File: src/rtl/prefix_add_arbiter.sv
// prefix_add_arbiter
// Shares one combinational WIDTH-bit prefix adder between two requesters.
// A round-robin arbiter picks one valid/ready request per cycle into an issue
// stage (S1) that drives the adder. The adder result is captured into a
// result stage (S2) with valid/ready backpressure and tagged with the id.
//
// Ports:
//   clk, rst                    clock, synchronous active-high reset
//   i_reqN_valid/o_reqN_ready   requester N handshake (N = 0, 1)
//   i_reqN_a/_b/_cin            requester N operands and carry-in
//   o_add_a/_b/_cin             operands to the external adder core
//   i_add_sum/_cout             adder core result (combinational)
//   o_res_valid/i_res_ready     result handshake
//   o_res_sum/_cout/_id         registered result and owning requester
//   o_cnt0/o_cnt1               accepted-transaction counters (wrapping)
module prefix_add_arbiter #(
  parameter int unsigned WIDTH = 16,
  parameter int unsigned CNT_W = 16
) (
  input  logic             clk,
  input  logic             rst,
  input  logic             i_req0_valid,
  output logic             o_req0_ready,
  input  logic [WIDTH-1:0] i_req0_a,
  input  logic [WIDTH-1:0] i_req0_b,
  input  logic             i_req0_cin,
  input  logic             i_req1_valid,
  output logic             o_req1_ready,
  input  logic [WIDTH-1:0] i_req1_a,
  input  logic [WIDTH-1:0] i_req1_b,
  input  logic             i_req1_cin,
  output logic [WIDTH-1:0] o_add_a,
  output logic [WIDTH-1:0] o_add_b,
  output logic             o_add_cin,
  input  logic [WIDTH-1:0] i_add_sum,
  input  logic             i_add_cout,
  output logic             o_res_valid,
  input  logic             i_res_ready,
  output logic [WIDTH-1:0] o_res_sum,
  output logic             o_res_cout,
  output logic             o_res_id,
  output logic [CNT_W-1:0] o_cnt0,
  output logic [CNT_W-1:0] o_cnt1
);

  typedef struct packed {
    logic             id;
    logic             cin;
    logic [WIDTH-1:0] a;
    logic [WIDTH-1:0] b;
  } issue_t;

  // Issue stage
  logic             r_s1_valid;
  issue_t           r_s1;

  // Result stage
  logic             r_res_valid;
  logic [WIDTH-1:0] r_res_sum;
  logic             r_res_cout;
  logic             r_res_id;

  // Arbitration and counters
  logic             r_last_grant;
  logic [CNT_W-1:0] r_cnt0;
  logic [CNT_W-1:0] r_cnt1;

  logic             w_s2_load;
  logic             w_s1_load;
  logic             w_grant0;
  logic             w_grant1;
  logic             w_accept;
  issue_t           w_win;

  // Pipeline advance conditions; S1 may refill in the same edge S2 drains it.
  assign w_s2_load = !r_res_valid | i_res_ready;
  assign w_s1_load = !r_s1_valid | w_s2_load;

  // Round-robin: a lone valid wins; on a tie the side not granted last wins.
  // Readies are forced low while reset is asserted.
  assign w_grant0 = !rst & w_s1_load & i_req0_valid & (!i_req1_valid | r_last_grant);
  assign w_grant1 = !rst & w_s1_load & i_req1_valid & (!i_req0_valid | !r_last_grant);
  assign w_accept = w_grant0 | w_grant1;

  assign o_req0_ready = w_grant0;
  assign o_req1_ready = w_grant1;

  // Winning operand mux
  always_comb begin
    w_win = '0;
    if (w_grant1) begin
      w_win.id  = 1'b1;
      w_win.cin = i_req1_cin;
      w_win.a   = i_req1_a;
      w_win.b   = i_req1_b;
    end else begin
      w_win.id  = 1'b0;
      w_win.cin = i_req0_cin;
      w_win.a   = i_req0_a;
      w_win.b   = i_req0_b;
    end
  end

  // Issue stage: operands only change on accept, so the adder inputs hold
  // their last value while S1 is empty.
  always_ff @(posedge clk) begin
    if (rst) begin
      r_s1_valid   <= 1'b0;
      r_s1         <= '0;
      r_last_grant <= 1'b1;
    end else begin
      if (w_accept) begin
        r_s1_valid   <= 1'b1;
        r_s1         <= w_win;
        r_last_grant <= w_grant1;
      end else if (w_s1_load) begin
        r_s1_valid   <= 1'b0;
      end
    end
  end

  // Result stage: captures the adder output for the issued operands.
  always_ff @(posedge clk) begin
    if (rst) begin
      r_res_valid <= 1'b0;
      r_res_sum   <= '0;
      r_res_cout  <= 1'b0;
      r_res_id    <= 1'b0;
    end else if (w_s2_load) begin
      r_res_valid <= r_s1_valid;
      if (r_s1_valid) begin
        r_res_sum  <= i_add_sum;
        r_res_cout <= i_add_cout;
        r_res_id   <= r_s1.id;
      end
    end
  end

  // Per-requester accept counters, wrapping naturally.
  always_ff @(posedge clk) begin
    if (rst) begin
      r_cnt0 <= '0;
      r_cnt1 <= '0;
    end else begin
      if (w_grant0) r_cnt0 <= r_cnt0 + CNT_W'(1);
      if (w_grant1) r_cnt1 <= r_cnt1 + CNT_W'(1);
    end
  end

  assign o_add_a     = r_s1.a;
  assign o_add_b     = r_s1.b;
  assign o_add_cin   = r_s1.cin;
  assign o_res_valid = r_res_valid;
  assign o_res_sum   = r_res_sum;
  assign o_res_cout  = r_res_cout;
  assign o_res_id    = r_res_id;
  assign o_cnt0      = r_cnt0;
  assign o_cnt1      = r_cnt1;

endmodule

File: config.mk
export PLATFORM = sky130hd
export DESIGN_NAME = prefix_add_arbiter
export DESIGN_NICKNAME = d
export VERILOG_FILES = /design/src/rtl/prefix_add_arbiter.sv
export SDC_FILE = /design/constraint.sdc
export NUM_CORES = 1
export LEC_CHECK = 0
export ABC_CLOCK_PERIOD_IN_PS = 3800
export BUFFER_PORTS_ARGS = -buffer_cell sky130_fd_sc_hd__buf_2
export CELL_PAD_IN_SITES_DETAIL_PLACEMENT = 0
export CELL_PAD_IN_SITES_GLOBAL_PLACEMENT = 1
export CORE_ASPECT_RATIO = 1.5
export CORE_MARGIN = 4
export CORE_UTILIZATION = 36
export DETAILED_ROUTE_END_ITERATION = 16
export GPL_ROUTABILITY_DRIVEN = 0
export GPL_TIMING_DRIVEN = 0
export PLACE_DENSITY = 0.95
export SYNTH_ARGS = -nofsm -noshare
export SYNTH_HDL_FRONTEND = slang
export SYNTH_SLANG_ARGS = --single-unit
File: constraint.sdc
create_clock -name clk -period 3.8 [get_ports clk]
set_input_delay 0.19 -clock clk [delete_from_list [all_inputs] [get_ports clk]]
set_output_delay 0.19 -clock clk [all_outputs]
set_load 0.005 [all_outputs]
==> flow_summary.ini <==
[sta]
period_share = 0.534
setup_viol = 0
hold_violations = 0
min_period_ns = 2.03
grt_setup_unrepaired = no
finClkSkew_ns = 0.00944
tns_ns = 0
hold_ws_ns = 0.0881
clock.fmax_ghz = 0.493
worst_slack_ns = 1.77
slew_headroom = 0.632
drv_slew = 0
tightest_slew_ns = 0.552

[clocking]
cts-hold-fix-buffers = 0
cts_resized = 0
clockRootBuffer = clkbuf_16
numCtsBuffers = 9
htree_levels = 3
clockBufferDepth = 2
cts.sinks = 87
post_cts_buffers = 0
cts_tree = yes
clk_pin_slew_ns = 0.07
clock_latency_ns = 0.33

[routing]
vias = 4113
viasPerCell = 5.06
avgRoutedWirePerCell_um = 14.7
drc_errors = 0
drt_pass1_iterations = 4
drtIter0Drc = 137
drt_wl_total_um = 12000
ant_nets = 0

[grt]
grt_pass1_vias = 3878
antenna_found_initial = 0
grt_max_degree = 16
grt-ovfl-total = 0
grt_pass1_wl_um = 18700
grt_use_total = 0.184

[logic_synthesis]
synthFlopType = dfxtp_1
ys_seq_area_frac = 0.448
synth_area_um2 = 3890
ys_warn_count = 0
synth-edff-count = 0
syn_area_per_cell_um2 = 8.08
synthCells = 481
ys_ff_latch = 87
async_flop_share = 0
ys_types = 37
synth_fp_nets = 571

[place]
port_buffers = 172
pre_cts_ws_ns = 1.80
dp_cells = 797
postPlaceCellArea_um2 = 4930
dp_hpwl_um = 9350

[worst_setup_path]
r2r_slack_ns = 1.77
path_class = flip-flop to flip-flop
critical_path_arrival_ns = 2.26
reg2regPathDepth = 5
crit_fanout = 10
startpoint = r_s1_valid$_SDFFE_PP0P_
path_cells = nand3b_1 > nand3_1 > clkbuf_1 > nand2_1 > a311oi_1
critPathBufInv = 1
slowest_stage = clkbuf_1
endpoint_kind = flip-flop
crit_family = simple AND/OR/NAND/NOR gates
reg2reg_to = o_add_a[12]$_SDFFE_PP0P_
critPathRequiredTime_ns = 4.03
rr_startpoint = r_s1_valid$_SDFFE_PP0P_
max_stage_delay_ns = 0.49
start_kind = flip-flop

[cells_and_area]
instances_no_fill = 813
fin_util = 0.494
design_area_um2 = 5240
final_net_count = 754
drive_gt1_frac = 0.342
fillers = 1101
syn2layout_area_growth_pct = 34.7
antennaDiodeCount = 0

[hold_path]
hold_path_end = o_res_sum[15]$_SDFFE_PP0P_
holdCritStartpoint = i_add_sum[15]
hp-class = input pin to flip-flop
hold-path-cell-count = 3

[power_and_ir_drop]
p_leak_nw = 2.41
power_density_nw_per_um2 = 415
vdd_drop_max_mv = 0.217
fin_total_pwr_mw = 2.17

[die]
die-area_um2 = 12600
start_util = 0.367
rows = 46
io_pins = 174
fp.coreArea_um2 = 10600
die_h_um = 135
die_w_um = 92.8

[flow_run]
drv_cap = 0

[run_status]
status = completed
==> cell usage after synthesis (8+ instances only) <==
master / instances / share of area
o21ai_0: 8 / 0.010
nand2_1: 120 / 0.12
nand4_1: 8 / 0.013
nor2_1: 39 / 0.038
or4_1: 10 / 0.019
nand3_1: 13 / 0.017
buf_4: 33 / 0.064
dfxtp_1: 87 / 0.45
a21oi_1: 37 / 0.048
clkbuf_1: 21 / 0.020
a311oi_1: 33 / 0.074
o31ai_1: 12 / 0.023
==> layer usage <==
metal	vias up	track usage	wire, µm
li1	2033	-	-
met5	-	0	0
met2	148	0.345	6210
met3	8	0.0378	837
met1	1924	0.204	4810
met4	0	0.0562	128
==> report_power, final <==
group / internal (mW) / switching [mW]
sequential: 0.959 / 0.0260
combinational: 0.142 / 0.147
clock: 0.531 / 0.368
total: 1.63 / 0.540
==> worst register-to-register path, cell delays in order, from the launching register on <==
cell and delay, ns:
dfxtp_1 0.38, nand3b_1 0.23, nand3_1 0.41, clkbuf_1 0.49, nand2_1 0.13, a311oi_1 0.31
==> registers in the layout (all words and copies together) (netlist names) <==
register,cells
o_add_a,16
o_add_b,16
o_cnt0,16
o_cnt1,16
o_res_sum,16
o_add_cin,1
o_res_cout,1
o_res_id,1
o_res_valid,1
r_last_grant,1
r_s1,1
r_s1_valid,1
==> layout make-up <==
class / count / area (µm²) / share of cell area
multi-input cells: 323 / 1750 / 0.334
clock buffers: 10 / 239 / 0.0457
plain buffers: 64 / 370 / 0.0707
flip-flops and latches: 87 / 1740 / 0.333
well taps: 144 / 180 / 0.0344
repair buffers: 172 / 861 / 0.164
inverters: 7 / 26.3 / 0.00502
clock inverters: 6 / 68.8 / 0.0131
==> worst max path at each step <==
| stage | endpoint | depth (start not counted) |
|---|---|---|
| after floorplan | o_cnt1[13]$_SDFFE_PP0N_ | 5 |
| after global placement | o_add_a[12]$_SDFFE_PP0P_ | 5 |
| after detailed placement | o_add_a[12]$_SDFFE_PP0P_ | 5 |
| after CTS | o_add_a[12]$_SDFFE_PP0P_ | 5 |
| after global routing | o_add_a[12]$_SDFFE_PP0P_ | 5 |
| final | o_add_a[12]$_SDFFE_PP0P_ | 5 |
==> cells by family (layout without fill, tap and decap cells) <==
family | count (synthesis) | count (layout) | synth area share
AO/OA/AOI/OAI | 103 | 103 | 0.184
XOR/XNOR | 5 | 5 | 0.0113
buffers and inverters | 71 | 259 | 0.102
flip-flops | 87 | 87 | 0.448
adder cells (fa/ha/maj) | 2 | 2 | 0.00644
AND/OR/NAND/NOR | 211 | 211 | 0.243
multiplexers | 2 | 2 | 0.00515
==> cells in the final DEF, fill, tap and decap left out, types with 9 or more instances in the layout <==
master / n
a21oi_1: 37
a311oi_1: 33
buf_2: 177
buf_4: 33
clkbuf_1: 21
clkbuf_16: 9
dfxtp_1: 87
nand2_1: 120
nand3_1: 13
nor2_1: 39
o31ai_1: 12
or4_1: 10
Note: power is estimated with default switching activity, not from simulation.
